--- src/rtl/sr4_ctrl_pkg.sv ---
// sr4_ctrl_pkg: shared state encoding and default sizes for the shift-register load controller.
package sr4_ctrl_pkg;
  typedef enum logic [1:0] {IDLE, LOAD, SHIFT} state_t;
  localparam int WIDTH_DEF = 4;
  localparam int DEPTH_DEF = 2;
  localparam int WL_W = 8;
endpackage

--- src/rtl/sr4_word_fifo.sv ---
// sr4_word_fifo: synchronous word FIFO with registered count; pointers wrap modulo DEPTH.
module sr4_word_fifo #(
  parameter int W = 4,
  parameter int DEPTH = 2,
  localparam int AW = $clog2(DEPTH),
  localparam int CW = $clog2(DEPTH + 1)
) (
  input  logic          clk,
  input  logic          reset,
  input  logic          push_i,
  input  logic          pop_i,
  input  logic [W-1:0]  din_i,
  output logic [W-1:0]  dout_o,
  output logic [CW-1:0] count_o,
  output logic          full_o,
  output logic          empty_o
);
  logic [W-1:0]  mem_q [DEPTH];
  logic [AW-1:0] wr_q, rd_q;
  logic [CW-1:0] cnt_q;
  assign dout_o  = mem_q[rd_q];
  assign count_o = cnt_q;
  assign full_o  = cnt_q == CW'(DEPTH);
  assign empty_o = cnt_q == '0;
  always_ff @(posedge clk)
    if (push_i) mem_q[wr_q] <= din_i;
  always_ff @(posedge clk) begin
    if (reset) begin
      wr_q  <= '0;
      rd_q  <= '0;
      cnt_q <= '0;
    end else begin
      wr_q  <= wr_q + AW'(push_i);
      rd_q  <= rd_q + AW'(pop_i);
      cnt_q <= cnt_q + CW'(push_i) - CW'(pop_i);
    end
  end
endmodule

--- src/rtl/sr4_load_ctrl.sv ---
// sr4_load_ctrl: buffers words and paces load/shift of a WIDTH-bit shift register.
// SR4_LOAD_CTRL_CNT_EN adds an 8-bit wrapping count of load pulses on words_loaded.
module sr4_load_ctrl
  import sr4_ctrl_pkg::*;
#(
  parameter int WIDTH = WIDTH_DEF,
  parameter int DEPTH = DEPTH_DEF
) (
  input  logic             clk,
  input  logic             reset,
  input  logic [WIDTH-1:0] in_data,
  input  logic             in_valid,
  output logic             in_ready,
  input  logic             fill,
  output logic [WIDTH-1:0] R,
  output logic             L,
  output logic             w,
  output logic             busy
`ifdef SR4_LOAD_CTRL_CNT_EN
  ,
  output logic [WL_W-1:0]  words_loaded
`endif
);
  localparam int CW = $clog2(DEPTH + 1);
  localparam int SW = $clog2(WIDTH);
  state_t           state_q, state_d;
  logic [SW-1:0]    sc_q, sc_d;
  logic [WIDTH-1:0] r_q, r_d, head;
  logic             l_q, l_d, w_q, full, empty, push, pop, nonempty, last, next_ld;
  logic [CW-1:0]    cnt;
  assign push     = in_valid && in_ready;
  assign pop      = state_q == LOAD;
  assign in_ready = !full;
  assign busy     = !empty || state_q != IDLE;
  assign R        = r_q;
  assign L        = l_q;
  assign w        = w_q;
  sr4_word_fifo #(.W(WIDTH), .DEPTH(DEPTH)) u_fifo (
    .clk     (clk),
    .reset   (reset),
    .push_i  (push),
    .pop_i   (pop),
    .din_i   (in_data),
    .dout_o  (head),
    .count_o (cnt),
    .full_o  (full),
    .empty_o (empty)
  );
  // the reload decision on the last shift cycle keeps loads exactly WIDTH cycles apart
  always_comb begin
    nonempty = cnt != '0;
    last     = sc_q == SW'(WIDTH - 2);
    next_ld  = state_q == IDLE ? nonempty : (state_q == SHIFT && last && nonempty);
    state_d  = state_q == LOAD ? SHIFT : next_ld ? LOAD : (state_q == SHIFT && !last) ? SHIFT : IDLE;
    sc_d     = state_q == SHIFT ? sc_q + SW'(1) : '0;
    l_d      = state_d == LOAD;
    r_d      = l_d ? head : r_q;
  end
  always_ff @(posedge clk) begin
    if (reset) begin
      state_q <= IDLE;
      sc_q    <= '0;
      l_q     <= 1'b0;
      r_q     <= '0;
      w_q     <= 1'b0;
    end else begin
      state_q <= state_d;
      sc_q    <= sc_d;
      l_q     <= l_d;
      r_q     <= r_d;
      w_q     <= fill;
    end
  end
`ifdef SR4_LOAD_CTRL_CNT_EN
  logic [WL_W-1:0] wl_q;
  assign words_loaded = wl_q;
  always_ff @(posedge clk)
    if (reset) wl_q <= '0;
    else wl_q <= wl_q + WL_W'(l_q);
`endif
endmodule

--- config.mk ---
export PLATFORM = sky130hd
export DESIGN_NAME = sr4_load_ctrl
export DESIGN_NICKNAME = d
export VERILOG_FILES = /design/src/rtl/sr4_ctrl_pkg.sv /design/src/rtl/sr4_word_fifo.sv /design/src/rtl/sr4_load_ctrl.sv
export SDC_FILE = /design/constraint.sdc
export NUM_CORES = 1
export LEC_CHECK = 0
export ABC_CLOCK_PERIOD_IN_PS = 1630
export CORE_MARGIN = 5
export CORE_UTILIZATION = 35
export DETAILED_ROUTE_END_ITERATION = 8
export GPL_TIMING_DRIVEN = 0
export SYNTH_ARGS = -nofsm -noshare
export SYNTH_HDL_FRONTEND = slang
export SYNTH_HIERARCHICAL = 1
export SYNTH_SLANG_ARGS = --single-unit
--- constraint.sdc ---
create_clock -name clk -period 1.63 [get_ports clk]
set_input_delay 0.2445 -clock clk [delete_from_list [all_inputs] [get_ports clk]]
set_output_delay 0.2445 -clock clk [all_outputs]
set_load 0.05 [all_outputs]
==> results.cfg <==
[global_routing]
grt_max_degree = 13
antenna_found_initial = 0
first_global_vias = 501
grt_usage_pct = 8.062
grt_pass1_wl_um = 2070
overflow = 0

[sta]
tightest_slew_ns = 0.4863
period_share_pct = 97.69
fin_worst_skew_ns = 0.005393
fin_crit_ns = 1.592
setup_violations = 0
maxSlewViolCount = 0
hold_viol_final = 0
rsz0062_at_grt = yes
relSlewSlack_pct = 67.71
fin_ws_ns = 0.03760
fin_tns_setup_ns = 0
fmax_ghz = 0.6280

[layout]
layout-drive-gt1-share_pct = 20.21
fillers = 242
final_util_pct = 45.73
ff_latch_area_um2 = 505.5
multiInputGateArea_um2 = 356.6
design_area_um2 = 1112
diodes = 0
syn_to_final_growth_pct = 26.46
final_net_count = 108

[power_and_ir_drop]
power_density_nw_per_um2 = 1693
power.total_w = 0.001883
pwr-share-clk_pct = 13.0
switching_share_pct = 39.45
p_int_w = 0.001140
combPwrFrac_pct = 46.3
switching_power_w = 0.0007429
worst_ir_drop_vdd_mv = 0.8169
power.leakage_nw = 0.4640
seqPwrFrac_pct = 40.7

[floorplanning]
initial_core_util_pct = 36.16
dieHeight_um = 60.13
io_pins = 16
coreArea_um2 = 2432
placementRows = 18
die_x_um = 60.13
dieArea_um2 = 3616

[cts]
cts.sinks = 21
cts.clk_slew.worst_paths_ns = 0.11
hold_buffers = 0
clock_latency_ns = 0.30
root_buffer = clkbuf_4
numCtsBuffers = 3
cts_tree = done
htreeDepth = 1
clock_path_buffers = 2

[synth]
syn_area_um2 = 879.6
syn_inst = 71
synth_area_leaders = dfxtp_1, edfxtp_1, ha_1, nand2b_1, mux2_2
yosysTopAreaCell = dfxtp_1
synth_top_area_share_pct = 29.59
synth-seq-area-share_pct = 56.90
async_reset_ff_share_pct = 0
syn_nets = 84
ys_warn_count = 6
synth_ff_type = dfxtp_1
synth-seq-cells = 21
synth_commonest_cells = dfxtp_1, nor2_1, edfxtp_1, nand2b_1
syn_area_per_cell_um2 = 12.39
yosysMostFrequentCell = dfxtp_1
synth_edf_count = 8
yosys.cell_types.count = 19

[placement]
place_hpwl_um = 959.7
finalWeightedCongestion = 0.6787
pre_cts_slack_ns = -0.03827
numPortBuffers = 15
placed_cell_area_um2 = 1071

[drt]
first_iter_violations = 5
drc = 0
first_pass_iters = 2
antenna_left = 0
wl_um = 1263
vias = 547
wl_per_cell_um = 10.19
vias_per_cell = 4.411

[critical_path]
critPathBufInv = 1
crit_path_end_kind = register
crit_family = adder cells
worstPathArrival_ns = 1.83
path_class = reg2reg
crit_path_max_incr_delay_ns = 0.37
worstPathMaxFanout = 4
crit_slowest_cell = xnor3_1
critPathMostFrequentCell = ha_1
path_cells = and2b_2 -> ha_1 -> inv_1 -> ha_1 -> xnor3_1 -> nor2_1
worstPathRequired_ns = 1.87
start_kind = register

[min_path]
hold_class = reg2reg

[job]
drv_cap = 0

[outcome]
status = completed
-- power groups by stage --
stage / clock network [W] / logic [W] / registers, W
2_1_floorplan: 0 / 0.000499 / 0.000938
3_3_place_gp: 0 / 0.000881 / 0.000784
3_5_place_dp: 0 / 0.000893 / 0.000787
4_1_cts: 0.000260 / 0.000841 / 0.000776
5_1_grt: 0.000290 / 0.000955 / 0.000786
6_report: 0.000244 / 0.000872 / 0.000766
-- per-layer routing --
metal	GRT usage (%)	part of all wire (%)
met5	0	0
met4	6.646	2.9
met3	2.160	5.1
met2	12.35	46
met1	9.272	46
-- state kept, by name, indices dropped and copies added, names as in the netlist --
register / count
R: 4
u_fifo/wr_q: 1
u_fifo/count_o: 2
state_q: 1
sc_q: 2
w: 1
L: 1
u_fifo/rd_q: 1
u_fifo/mem_q: 8
-- metrics by stage --
stage               hold slack [ns]  instances
floorplan                    0.3112         71
global placement             0.3994        116
detailed placement           0.4056        116
CTS                          0.4227        120
global route                 0.4515        124
finish                       0.4149        124
-- area by class of cell --
cell class / instances / share of cell area [%]
Sequential cell: 21 / 45.44
Multi-Input combinational cell: 44 / 32.06
Timing Repair Buffer: 19 / 14.62
Tap cell: 30 / 3.375
Clock buffer: 3 / 2.025
Inverter: 5 / 1.687
Clock inverter: 1 / 0.4499
Buffer: 1 / 0.3375
-- logic make-up (layout without fill, tap and decap cells) --
logic type / Yosys count / count (layout) / synth area share (%)
flip-flops: 21 / 21 / 56.90
multiplexers: 8 / 8 / 9.673
XOR/XNOR: 2 / 2 / 3.556
adder cells (fa/ha/maj): 5 / 5 / 7.112
AND/OR/NAND/NOR: 29 / 29 / 20.20
buffers and inverters: 6 / 29 / 2.560
-- placed cells by master (no fill, tap or decap), types with 2 or more instances in the layout --
| master | count |
|---|---|
| buf_4 | 4 |
| clkbuf_2 | 2 |
| clkbuf_4 | 3 |
| clkdlybuf4s50_1 | 7 |
| dfxtp_1 | 11 |
| dlygate4sd2_1 | 6 |
| edfxtp_1 | 8 |
| ha_1 | 5 |
| inv_1 | 5 |
| mux2_2 | 4 |
| mux2i_1 | 4 |
| nand2b_1 | 8 |
| nor2_1 | 10 |
| nor2b_1 | 4 |
-- worst paths after layout --
check	startpoint	end	slack (ns)	cells after the start
max	state_q[1]$_SDFF_PP0_	u_fifo/count_o[1]$_SDFF_PP0_	0.04	6
min	sc_q[0]$_SDFF_PP0_	sc_q[0]$_SDFF_PP0_	0.41	1
max reg2reg	state_q[1]$_SDFF_PP0_	u_fifo/count_o[1]$_SDFF_PP0_	0.04	6
min reg2reg	sc_q[0]$_SDFF_PP0_	sc_q[0]$_SDFF_PP0_	0.41	1
-- what timing repair did --
item                                    CTS  global route
gates resized for setup                   9             4
gates cloned                              0             0
endpoints found under the setup margin    9             3
hold endpoints to repair                  0             0
setup buffers                             0             4
No activity file was read; power rests on OpenSTA's default activity.
